===== src/rtl/mem_arbiter.sv =====
// mem_arbiter: shares one instruction/data memory port between the CPU
// datapath (requester 0) and the debug/program-loader port (requester 1).
// One transaction at a time: IDLE grants, ACCESS drives mem_valid until
// mem_ack or timeout, RESP pulses the owner's ready for one cycle.
module mem_arbiter #(
   parameter int                ADDR_W   = 32,
   parameter int                DATA_W   = 32,
   parameter int                TIMEOUT  = 16,
   parameter logic [DATA_W-1:0] ERR_DATA = {DATA_W{1'b1}}
) (
   input  logic              clk,
   input  logic              reset,
   // requester 0: CPU datapath
   input  logic              cpu_req,
   input  logic              cpu_we,
   input  logic [ADDR_W-1:0] cpu_addr,
   input  logic [DATA_W-1:0] cpu_wdata,
   output logic              cpu_ready,
   // requester 1: debug / loader
   input  logic              dbg_req,
   input  logic              dbg_we,
   input  logic [ADDR_W-1:0] dbg_addr,
   input  logic [DATA_W-1:0] dbg_wdata,
   output logic              dbg_ready,
   // shared response data
   output logic [DATA_W-1:0] rdata,
   // memory side
   output logic              mem_valid,
   output logic              mem_we,
   output logic [ADDR_W-1:0] mem_addr,
   output logic [DATA_W-1:0] mem_wdata,
   input  logic              mem_ack,
   input  logic [DATA_W-1:0] mem_rdata,
   // status
   output logic              timeout_err
);

   // Counter only needs to reach TIMEOUT-1.
   localparam int CNT_W = (TIMEOUT > 2) ? $clog2(TIMEOUT) : 1;
   localparam logic [CNT_W-1:0] CNT_LAST = CNT_W'(TIMEOUT - 1);
   localparam int NREQ = 2;

   typedef enum logic [1:0] {
      IDLE   = 2'd0,
      ACCESS = 2'd1,
      RESP   = 2'd2
   } state_t;

   state_t            state_reg, state_next;
   logic              owner_reg, owner_next;       // 0 = CPU, 1 = debug
   logic              last_gnt_reg, last_gnt_next;
   logic              we_reg, we_next;
   logic [ADDR_W-1:0] addr_reg, addr_next;
   logic [DATA_W-1:0] wdata_reg, wdata_next;
   logic [DATA_W-1:0] rdata_reg, rdata_next;
   logic [CNT_W-1:0]  cnt_reg, cnt_next;
   logic              timeout_err_reg, timeout_err_next;

   // Requester inputs gathered into arrays indexed by requester id.
   logic              req_vec [NREQ];
   logic              we_vec   [NREQ];
   logic [ADDR_W-1:0] addr_vec [NREQ];
   logic [DATA_W-1:0] wdata_vec[NREQ];
   logic              ready_vec[NREQ];

   assign req_vec[0]   = cpu_req;
   assign we_vec[0]    = cpu_we;
   assign addr_vec[0]  = cpu_addr;
   assign wdata_vec[0] = cpu_wdata;
   assign req_vec[1]   = dbg_req;
   assign we_vec[1]    = dbg_we;
   assign addr_vec[1]  = dbg_addr;
   assign wdata_vec[1] = dbg_wdata;

   logic gnt;      // requester chosen this cycle (meaningful only when any_req)
   logic any_req;

   // Round-robin pick: a lone requester wins; on a tie the one not served last wins.
   always_comb begin
      any_req = req_vec[0] | req_vec[1];
      gnt     = 1'b0;
      if (req_vec[0] && req_vec[1]) begin
         gnt = ~last_gnt_reg;
      end else if (req_vec[1]) begin
         gnt = 1'b1;
      end
   end

   // Next-state and datapath-register updates for the three-state sequencer.
   always_comb begin
      state_next       = state_reg;
      owner_next       = owner_reg;
      last_gnt_next    = last_gnt_reg;
      we_next          = we_reg;
      addr_next        = addr_reg;
      wdata_next       = wdata_reg;
      rdata_next       = rdata_reg;
      cnt_next         = cnt_reg;
      timeout_err_next = timeout_err_reg;

      case (state_reg)
         IDLE: begin
            if (any_req) begin
               owner_next    = gnt;
               last_gnt_next = gnt;
               we_next       = we_vec[gnt];
               addr_next     = addr_vec[gnt];
               wdata_next    = wdata_vec[gnt];
               cnt_next      = '0;
               state_next    = ACCESS;
            end
         end

         ACCESS: begin
            // An ack wins over a timeout landing in the same cycle.
            if (mem_ack) begin
               if (!we_reg) begin
                  rdata_next = mem_rdata;
               end
               state_next = RESP;
            end else if (cnt_reg == CNT_LAST) begin
               rdata_next       = ERR_DATA;
               timeout_err_next = 1'b1;
               state_next       = RESP;
            end else begin
               cnt_next = cnt_reg + CNT_W'(1);
            end
         end

         RESP: begin
            state_next = IDLE;
         end

         default: begin
            state_next = IDLE;
         end
      endcase
   end

   // State and datapath registers; reset drops any in-flight transaction.
   always_ff @(posedge clk) begin
      if (reset) begin
         state_reg       <= IDLE;
         owner_reg       <= 1'b0;
         last_gnt_reg    <= 1'b1;
         we_reg          <= 1'b0;
         addr_reg        <= '0;
         wdata_reg       <= '0;
         rdata_reg       <= '0;
         cnt_reg         <= '0;
         timeout_err_reg <= 1'b0;
      end else begin
         state_reg       <= state_next;
         owner_reg       <= owner_next;
         last_gnt_reg    <= last_gnt_next;
         we_reg          <= we_next;
         addr_reg        <= addr_next;
         wdata_reg       <= wdata_next;
         rdata_reg       <= rdata_next;
         cnt_reg         <= cnt_next;
         timeout_err_reg <= timeout_err_next;
      end
   end

   // Per-requester ready decode: only the owner sees the RESP pulse.
   generate
      for (genvar gi = 0; gi < NREQ; gi++) begin : g_ready
         assign ready_vec[gi] = (state_reg == RESP) && (owner_reg == 1'(gi));
      end
   endgenerate

   assign cpu_ready   = ready_vec[0];
   assign dbg_ready   = ready_vec[1];
   assign mem_valid   = (state_reg == ACCESS);
   assign mem_we      = we_reg;
   assign mem_addr    = addr_reg;
   assign mem_wdata   = wdata_reg;
   assign rdata       = rdata_reg;
   assign timeout_err = timeout_err_reg;

endmodule


===== config.mk =====
export PLATFORM = sky130hd
export DESIGN_NAME = mem_arbiter
export DESIGN_NICKNAME = d
export VERILOG_FILES = /design/src/rtl/mem_arbiter.sv
export SDC_FILE = /design/constraint.sdc
export NUM_CORES = 1
export LEC_CHECK = 0
export BUFFER_PORTS_ARGS = -buffer_cell sky130_fd_sc_hd__buf_2
export CAP_MARGIN = 25
export CORE_ASPECT_RATIO = 2
export CORE_MARGIN = 8
export CORE_UTILIZATION = 33
export DETAILED_ROUTE_END_ITERATION = 6
export GPL_ROUTABILITY_DRIVEN = 0
export PLACE_DENSITY = 0.65
export SLEW_MARGIN = 20
export SYNTH_ARGS = -nofsm -noshare
export SYNTH_HDL_FRONTEND = slang
export SYNTH_SLANG_ARGS = --single-unit

===== constraint.sdc =====
create_clock -name clk -period 3.35 [get_ports clk]
set_input_delay 0.335 -clock clk [delete_from_list [all_inputs] [get_ports clk]]
set_output_delay 0.335 -clock clk [all_outputs]
set_load 0.02 [all_outputs]

==> results of run 1 <==
-- critical path: stages (launching register included) --
cell,delay [ns]
dfxtp_1,0.40
nor2_4,0.54
buf_4,0.53
a21oi_1,0.13
a311oi_1,0.30
-- through the flow --
| stage | power [µW] | setup WS, ns | cell area (µm²) |
|---|---|---|---|
| after CTS | 3380 | 1.33 | 6170 |
| after global placement | 2280 | 1.33 | 5840 |
| after global routing | 3510 | 1.19 | 6180 |
| final | 3330 | 1.34 | 6180 |
| after detailed placement | 2280 | 1.29 | 5870 |
| after floorplan | 1970 | 2.01 | 4490 |
-- how the worst max path moves through the flow --
stage,to,slack [ns],depth (start not counted)
after CTS,mem_addr[6]$_SDFFE_PP0P_,1.33,4
after floorplan,cnt_reg[0]$_SDFFE_PP0P_,2.01,4
final,mem_addr[6]$_SDFFE_PP0P_,1.34,4
after global placement,rdata[31]$_SDFFE_PP0P_,1.33,3
after global routing,mem_addr[11]$_SDFFE_PP0P_,1.19,4
after detailed placement,mem_addr[6]$_SDFFE_PP0P_,1.29,5
-- kinds of logic (layout without fill, tap and decap cells) --
group           after synthesis  count (layout)  share of synthesized area [%]
compound gates              206             206                           29.0
fa+ha+maj                     1               1                          0.279
buf+inv                      59             295                           6.03
flops                       106             106                           47.3
mux                           1               1                          0.223
other cells                   0               2                              0
simple gates                189             189                           17.2
-- placed cells by master, fill, tap and decap left out, types with 2 or more instances in the layout --
cell,n
nor2_4,2
o21ai_1,5
or2_2,2
inv_1,3
buf_2,267
a21oi_1,99
o21ai_0,29
inv_6,3
nor3b_1,2
dfxtp_1,106
buf_4,8
clkinv_2,2
a311oi_1,66
diode_2,2
clkbuf_16,9
nand3_1,3
nor2_1,36
nand2_1,134
-- layout make-up --
| cell class | instances | area [µm²] | area share [%] |
|---|---|---|---|
| Clock inverter | 7 | 75.1 | 1.22 |
| Antenna cell | 2 | 5.00 | 0.0810 |
| Clock buffer | 9 | 225 | 3.65 |
| Sequential cell | 106 | 2120 | 34.4 |
| Multi-Input combinational cell | 397 | 2120 | 34.3 |
| Tap cell | 155 | 194 | 3.14 |
| Inverter | 3 | 11.3 | 0.182 |
| Timing Repair Buffer | 276 | 1420 | 23.1 |
-- metal layers --
layer  vias up  wire, µm
li1       2476         -
met1      2326      6470
met2       187      8850
met3        16      1290
met4         0       272
met5         -         0
-- power groups by stage --
stage | logic [µW] | registers [µW] | clock network, µW
4_1_cts | 804 | 1450 | 1120
5_1_grt | 868 | 1470 | 1170
6_report | 794 | 1450 | 1090
3_3_place_gp | 799 | 1480 | 0
2_1_floorplan | 343 | 1620 | 0
3_5_place_dp | 803 | 1480 | 0
==> metrics, run 1 <==
status=complete, no violations; CP Capture Type=register; Mapped Nets=730; Synth async-reset ratio=0%; Clk pin slew, worst setup/hold paths=roughly 0.080 ns; Worst R2R Path Depth=4; hold path cells=3; initial antenna violation count=2; Finished Layout Cells=955; Starting Density=between 30% and 40%; Yosys cell types=33; final WL=16900 µm; core area=around 13000 µm²; Synth Register Bits=106; Least-Margin Pin Slew=~0.89 ns; top-count cell post-synth=nand2_1; syn_area_per_cell=7.98 µm²; Hold Path End=mem_addr[14]$_SDFFE_PP0P_; CTS Sinks=between 100 and 150; CTS tree=built; setup TNS=0 ns; nets=961; layout cells sized above 1=~37%; Setup-failing EPs final=0; synthesized cell area=around 4500 µm²; Sequential Power Share=a little over two fifths; Critical R2R Capture=mem_addr[6]$_SDFFE_PP0P_; hold path startpoint=dbg_addr[14]; worst flop-to-flop path startpoint=state_reg[1]$_SDFFE_PP0P_; CP Launch Point=state_reg[1]$_SDFFE_PP0P_; initial drt markers=approximately 200; Max clock buf depth=2; MaxCap Viol Count=0; vias in the first global route=around 4900; Synth Warn #=0; Util after Layout=approximately 46%; Worst Hold Class=in2reg; largest net degree at the start of global routing=67; top cells by count, synth=134 x nand2_1, 106 x dfxtp_1, 99 x a21oi_1; met2 usage=between 30 and 40%; combinational power share=between 20% and 30%; DR vias=5005; min cycle time layout=around 2 ns; Post-CTS Resized=0; PortBufs=approximately 270; postcts setup bufs=0; Fin Clk Skew=0.0115 ns; via/cell ratio=around 5.2; GR Util met1=19.2%; routed length per placed instance=about 18 µm; DIE HEIGHT=181 µm; Cell Int Power=about 2300 µW; share of the synthesized area in the top cell type=a little under half; GRT Max-Usage Layer=met2; Worst Path Max Fanout=43; pwr/cell area=540 nW/µm²; total net switching power=between 1000 and 1500 µW; clock network fraction of total power=32.6%; Slew headroom=40.4%; Sw Share=about a third; die width=approximately 100 µm; H-tree depth=3; drt pass-1 iters=4; fill cell count=1425; Pins Over Slew Limit=0; CTS Hold Bufs=0; Site Rows=60; Synth area leader=dfxtp_1; worst hold slack=between 0.2 and 0.25 ns; GR Overflow Total=0; critical path launch point type=register; top_reg_cell synth=dfxtp_1; Clock Latency Late Sink=approximately 0.35 ns; Clock Tree Root=clkbuf_16; WP data required=3.60 ns; Static Leak=roughly 0.0029 µW; kind of critical path=reg2reg; unrepaired setup endpoints after global routing=no; ranking of synthesized cells by area=dfxtp_1 47%, a311oi_1 13%, nand2_1 11%; final hold violations=0; GR met3 Demand/Resource=6.47%; dpl hpwl=around 12000 µm; first-pass GRT wire length=26500 µm; Post-Syn Instances=562; Area Overhead vs Synth=37.7%; Antenna Nets Post-Route=0; cts bufs inserted=9; num ports=268; Post-synth EDFFs=0; R2R Setup Slk=1.34 ns; Tot GR Track Use=between 15 and 20%; Max rail drop VDD=~0.24 mV; period utilisation layout=between 50% and 60%; WP data arrival=2.26 ns; DRC violations left=0; Post-Place Cells=~940; max frequency=498 MHz; DIE AREA=17800 µm²; sequential fraction of the synthesis area=a little under half
(Power assumes the default switching activity.)
==> run 2: changes to the inputs <==
==> constraint.sdc (replaced) <==
create_clock -name clk -period 2 [get_ports clk]
set_input_delay 0.2 -clock clk [delete_from_list [all_inputs] [get_ports clk]]
set_output_delay 0.2 -clock clk [all_outputs]
set_load 0.02 [all_outputs]
==> metrics, run 2 (same netlist as run 1, synthesis figures left out) <==
Clk pin slew, worst setup/hold paths=0.07 ns; final hold violations=0; initial antenna violation count=1; CTS Sinks=roughly 110; Antenna Nets Post-Route=0; Worst R2R Path Depth=3; nets=966; Clock Tree Root=clkbuf_16; status=complete, no violations; DIE AREA=around 18000 µm²; Worst Hold Class=in2reg; postcts setup bufs=0; Tot GR Track Use=between 10% and 20%; PortBufs=between 200 and 300; via/cell ratio=around 5.2; setup TNS=0 ns; commonest non-fill, non-tap cells in the layout=267 x buf_2, 134 x nand2_1, 106 x dfxtp_1; R2R Setup Slk=~0.46 ns; WP data required=approximately 2.2 ns; Site Rows=60; unrepaired setup endpoints after global routing=no; Worst path max stage delay=0.51 ns; drt pass-1 iters=4; DR vias=~5000; crit-path cells=or3b_1, o22ai_1, a311oi_1; MaxCap Viol Count=0; Setup-failing EPs final=0; total power=between 5000 and 6000 µW; Max rail drop VDD=0.362 mV; Worst Path Max Fanout=9; Post-CTS Resized=0; Max clock buf depth=2; Fin Clk Skew=0.0100 ns; first-pass GRT wire length=roughly 27000 µm; worst flop-to-flop path startpoint=state_reg[0]$_SDFFE_PP0P_; final WL=roughly 17000 µm; Clock Latency Late Sink=0.34 ns; WP depth=3; vias in the first global route=5000; critical path launch point type=register; CTS tree=built; die width=slightly below 100 µm; GR Overflow Total=0; max frequency=approximately 650 MHz; Pins Over Slew Limit=0; hold path startpoint=dbg_addr[24]; core area=roughly 13000 µm²; num ports=~270; Least-Margin Pin Slew=~0.57 ns; Starting Density=33.6%; pwr/cell area=889 nW/µm²; leading cell type in the layout, fill and taps excluded=buf_2; layout cells sized above 1=a little under two fifths; CTS Hold Bufs=0; CP Capture Type=register; Area Overhead vs Synth=39.0%; hold path cells=3; cell family with the largest share of critical-path delay=flip-flops; fill cell count=approximately 1400; WP buf/inv=0; period utilisation layout=between 70 and 80%; DRC violations left=0; Hold Path End=mem_addr[24]$_SDFFE_PP0P_; initial drt markers=197; H-tree depth=3; WP data arrival=~1.7 ns; cts bufs inserted=9; routed length per placed instance=about 18 µm; dpl hpwl=~12000 µm; Util after Layout=46.7%; min cycle time layout=approximately 1.5 ns; Slew headroom=between 60% and 70%; Critical R2R Capture=cnt_reg[3]$_SDFFE_PP0P_; Slowest-stage cell, CP=dfxtp_1; CP Launch Point=state_reg[0]$_SDFFE_PP0P_; kind of critical path=reg2reg; largest net degree at the start of global routing=between 60 and 70; DIE HEIGHT=roughly 180 µm; Static Leak=0.00294 µW
run 2: changes by cell type in the layout (fill, tap and decap cells not counted):
cell        previous run  this run
inv_6                  3         1
clkbuf_1               0         1
clkinv_2               2         0
buf_12                 0         5
buf_16                 1         0
clkinv_4               1         0
diode_2                2         1
buf_4                  8         9
clkinvlp_4             0         2
run 2: stage by stage:
step	setup slack (ns)	hold slack, ns	cells	area, µm²
after floorplan	0.661	0.360	562	4490
after global placement	0.431	0.439	942	5950
after detailed placement	0.393	0.438	942	5950
after CTS	0.444	0.0969	956	6230
after global routing	0.349	0.101	957	6240
final	0.458	0.116	957	6240
run 2: how the worst max path moves through the flow:
stage,to,slack (ns)
after global routing,rdata[31]$_SDFFE_PP0P_,0.35
after floorplan,cnt_reg[0]$_SDFFE_PP0P_,0.66
after CTS,mem_valid,0.44
after detailed placement,mem_wdata[25]$_SDFFE_PP0P_,0.39
after global placement,mem_addr[4]$_SDFFE_PP0P_,0.43
final,cnt_reg[3]$_SDFFE_PP0P_,0.46
run 2: routing by layer:
layer | wire length (µm) | share of wire [%] | GRT usage (%) | vias to the layer above
li1 | - | - | - | 2479
met1 | 6490 | 38 | 19.5 | 2252
met2 | 8800 | 52 | 32.1 | 198
met3 | 1150 | 6.8 | 6.16 | 25
met4 | 421 | 2.5 | 7.31 | 0
met5 | 0 | 0 | 0 | -
run 2: area by class of cell:
type | instances | area, µm² | share of cell area, %
Antenna cell | 1 | 2.50 | 0.0401
Sequential cell | 106 | 2120 | 34.0
Timing Repair Buffer | 281 | 1500 | 24.1
Multi-Input combinational cell | 397 | 2120 | 34.0
Tap cell | 155 | 194 | 3.11
Inverter | 3 | 11.3 | 0.181
Clock inverter | 4 | 53.8 | 0.863
Clock buffer | 10 | 229 | 3.67
run 2: worst register-to-register path: cells and delay by family, from the launching register on:
kind	cells	cell delay (ns)
DFF	1	0.51
AOI/OAI and AO/OA	2	0.47
and+or+nand+nor	1	0.44
run 2: power by group:
part	switching [µW]	internal (µW)	leakage [µW]
sequential	110	2320	0.000875
combinational	845	515	0.00193
clock	787	963	0.000131
total	1740	3800	0.00294
==> run 3: changes to the inputs <==
--- a/config.mk
+++ b/config.mk
@@ -5,6 +5,7 @@
 export SDC_FILE = /design/constraint.sdc
 export NUM_CORES = 1
 export LEC_CHECK = 0
+export ABC_AREA = 1
 export BUFFER_PORTS_ARGS = -buffer_cell sky130_fd_sc_hd__buf_2
 export CAP_MARGIN = 25
 export CORE_ASPECT_RATIO = 2
==> constraint.sdc (replaced) <==
create_clock -name clk -period 1.4 [get_ports clk]
set_input_delay 0.14 -clock clk [delete_from_list [all_inputs] [get_ports clk]]
set_output_delay 0.14 -clock clk [all_outputs]
set_load 0.02 [all_outputs]
==> metrics, run 3 <==
total power=roughly 8400 µW; drt pass-1 iters=4; worst flop-to-flop path startpoint=cnt_reg[0]$_SDFFE_PP0P_; top_reg_cell synth=dfxtp_1; initial antenna violation count=1; MaxCap Viol Count=0; leading cell type in the layout, fill and taps excluded=buf_2; met2 usage=between 20 and 30%; max frequency=roughly 740 MHz; Sequential Power Share=41.8%; combinational power share=26.7%; nets=about 1200; CTS Hold Bufs=0; GRT Max-Usage Layer=met2; vias in the first global route=5188; worst hold slack=0.0662 ns; DR vias=roughly 5300; ranking of synthesized cells by area=dfxtp_1 43%, nor2_1 15%, nand2_1 12%; Critical R2R Capture=rdata[10]$_SDFFE_PP0P_; routed length per placed instance=approximately 13 µm; syn_area_per_cell=approximately 6.5 µm²; hold path cells=3; Final WS setup=around 0.058 ns; Tot GR Track Use=between 10% and 20%; share of the synthesized area in the top cell type=42.8%; GR Util met1=16.8%; num ports=around 270; largest net degree at the start of global routing=53; Fin Clk Skew=0.00991 ns; R2R Setup Slk=approximately 0.09 ns; PortBufs=approximately 270; Max clock buf depth=2; dpl hpwl=approximately 12000 µm; Site Rows=63; area of the multi-input gates=around 2100 µm²; first-pass GRT wire length=25100 µm; Post-synth EDFFs=0; pwr/cell area=approximately 1200 nW/µm²; Slew headroom=approximately three quarters; Antenna Nets Post-Route=0; core area=14700 µm²; GR Overflow Total=0; Clk pin slew, worst setup/hold paths=around 0.080 ns; final WL=~16000 µm; clock network fraction of total power=31.5%; Setup WS pre-CTS=0.0691 ns; Clock Latency Late Sink=0.35 ns; layout cells sized above 1=a little under a third; cts bufs inserted=9; Setup-failing EPs final=0; DRC violations left=0; status=complete, no violations; commonest non-fill, non-tap cells in the layout=265 x buf_2, 203 x nor2_1, 154 x nand2_1; top cells by count, synth=203 x nor2_1, 154 x nand2_1, 108 x inv_1; WP data required=around 1.3 ns; Pins Over Slew Limit=0; Synth Warn #=0; top-count cell post-synth=nor2_1; unrepaired setup endpoints after global routing=no; total net switching power=2770 µW; DIE HEIGHT=189 µm; Synth Register Bits=approximately 110; H-tree depth=3; Max rail drop VDD=between 0.5 and 0.6 mV; critical path launch point type=register; Synth async-reset ratio=0%; Least-Margin Pin Slew=about 0.37 ns; setup TNS=0 ns; Clock Tree Root=clkbuf_16; DIE AREA=roughly 20000 µm²; die width=between 100 and 150 µm; FF+latch area=around 2100 µm²; Worst Hold Class=in2reg; hold path startpoint=mem_rdata[16]; Post-Place Cells=around 1200; CTS Sinks=between 100 and 150; GR met3 Demand/Resource=between 3 and 4%; Hold Path End=rdata[16]$_SDFFE_PP0P_; Synth area leader=dfxtp_1; Cell Int Power=roughly 5600 µW; Post-Syn Instances=approximately 770; CP Capture Type=primary output; Yosys cell types=24; Sw Share=33.0%; final hold violations=0; min cycle time layout=1.34 ns; period utilisation layout=a little over nine tenths; Worst R2R Path Depth=4; Worst Path Max Fanout=4; sequential fraction of the synthesis area=a little over two fifths; synthesized cell area=4960 µm²; Finished Layout Cells=approximately 1200; fill cell count=1650; Static Leak=around 0.0038 µW; Starting Density=roughly 34%; via/cell ratio=4.34; WP data arrival=~1.2 ns; kind of critical path=reg2out; Area Overhead vs Synth=37.6%; initial drt markers=approximately 120; CTS tree=built; Mapped Nets=roughly 940
run 3: cells by family (layout without fill, tap and decap cells):
family          after synthesis  in the layout  synth area share [%]
other cells                   0              1                     0
buf+inv                     154            408                  14.0
fa+ha+maj                     1              1                 0.252
compound gates              134            134                  13.8
flops                       106            106                  42.8
simple gates                373            373                  29.2
run 3: final cells by class:
type / count / share of cell area, %
multi-input cells: 508 / 31.5
flip-flops and latches: 106 / 31.2
repair buffers: 282 / 23.0
inverters: 110 / 6.13
well taps: 195 / 3.58
clock buffers: 9 / 3.30
clock inverters: 7 / 1.25
diodes: 1 / 0.0367
run 3: worst max-delay path by stage:
stage                                    from                        end  slack (ns)  cells after the start
CTS                 state_reg[1]$_SDFFE_PP0P_                  mem_valid       0.003                      4
global placement    last_gnt_reg$_SDFFE_PP1P_  mem_addr[27]$_SDFFE_PP0P_        0.10                      7
floorplan           state_reg[0]$_SDFFE_PP0P_     rdata[10]$_SDFFE_PP0P_        0.14                      6
detailed placement  last_gnt_reg$_SDFFE_PP1P_  mem_addr[27]$_SDFFE_PP0P_        0.07                      7
finish              state_reg[0]$_SDFFE_PP0P_                  mem_valid        0.06                      4
global route        state_reg[1]$_SDFFE_PP0P_  mem_addr[24]$_SDFFE_PP0P_       0.004                      7
run 3: repair_timing:
| item | 4_1_cts | 5_1_grt |
|---|---|---|
| pin swaps | 0 | 2 |
| endpoints found under the setup margin | 1 | 41 |
| setup buffers | 0 | 2 |
| gates resized for setup | 3 | 4 |
run 3: per-layer routing:
layer / routed length, µm / vias up
li1: - / 2811
met1: 6100 / 2271
met2: 8410 / 172
met3: 1220 / 27
met4: 478 / 0
met5: 0 / -
run 3: power by group through the flow:
stage	clock, µW	sequential (µW)	combinational [µW]
6_report	2640	3510	2240
5_1_grt	2850	3550	2490
3_3_place_gp	0	3570	2230
2_1_floorplan	0	3960	1040
3_5_place_dp	0	3570	2240
4_1_cts	2740	3510	2250
run 3: through the flow:
step	util, %	instance area, µm²
2_1_floorplan	-	4960
3_3_place_gp	43.9	6470
3_5_place_dp	43.9	6470
4_1_cts	46.0	6790
5_1_grt	46.3	6820
6_report	46.3	6820
run 3: worst max-delay path: stages (launching register included):
cell	delay (ns)
dfxtp_2	0.35
inv_1	0.09
nor2_4	0.17
buf_6	0.12
buf_4	0.13
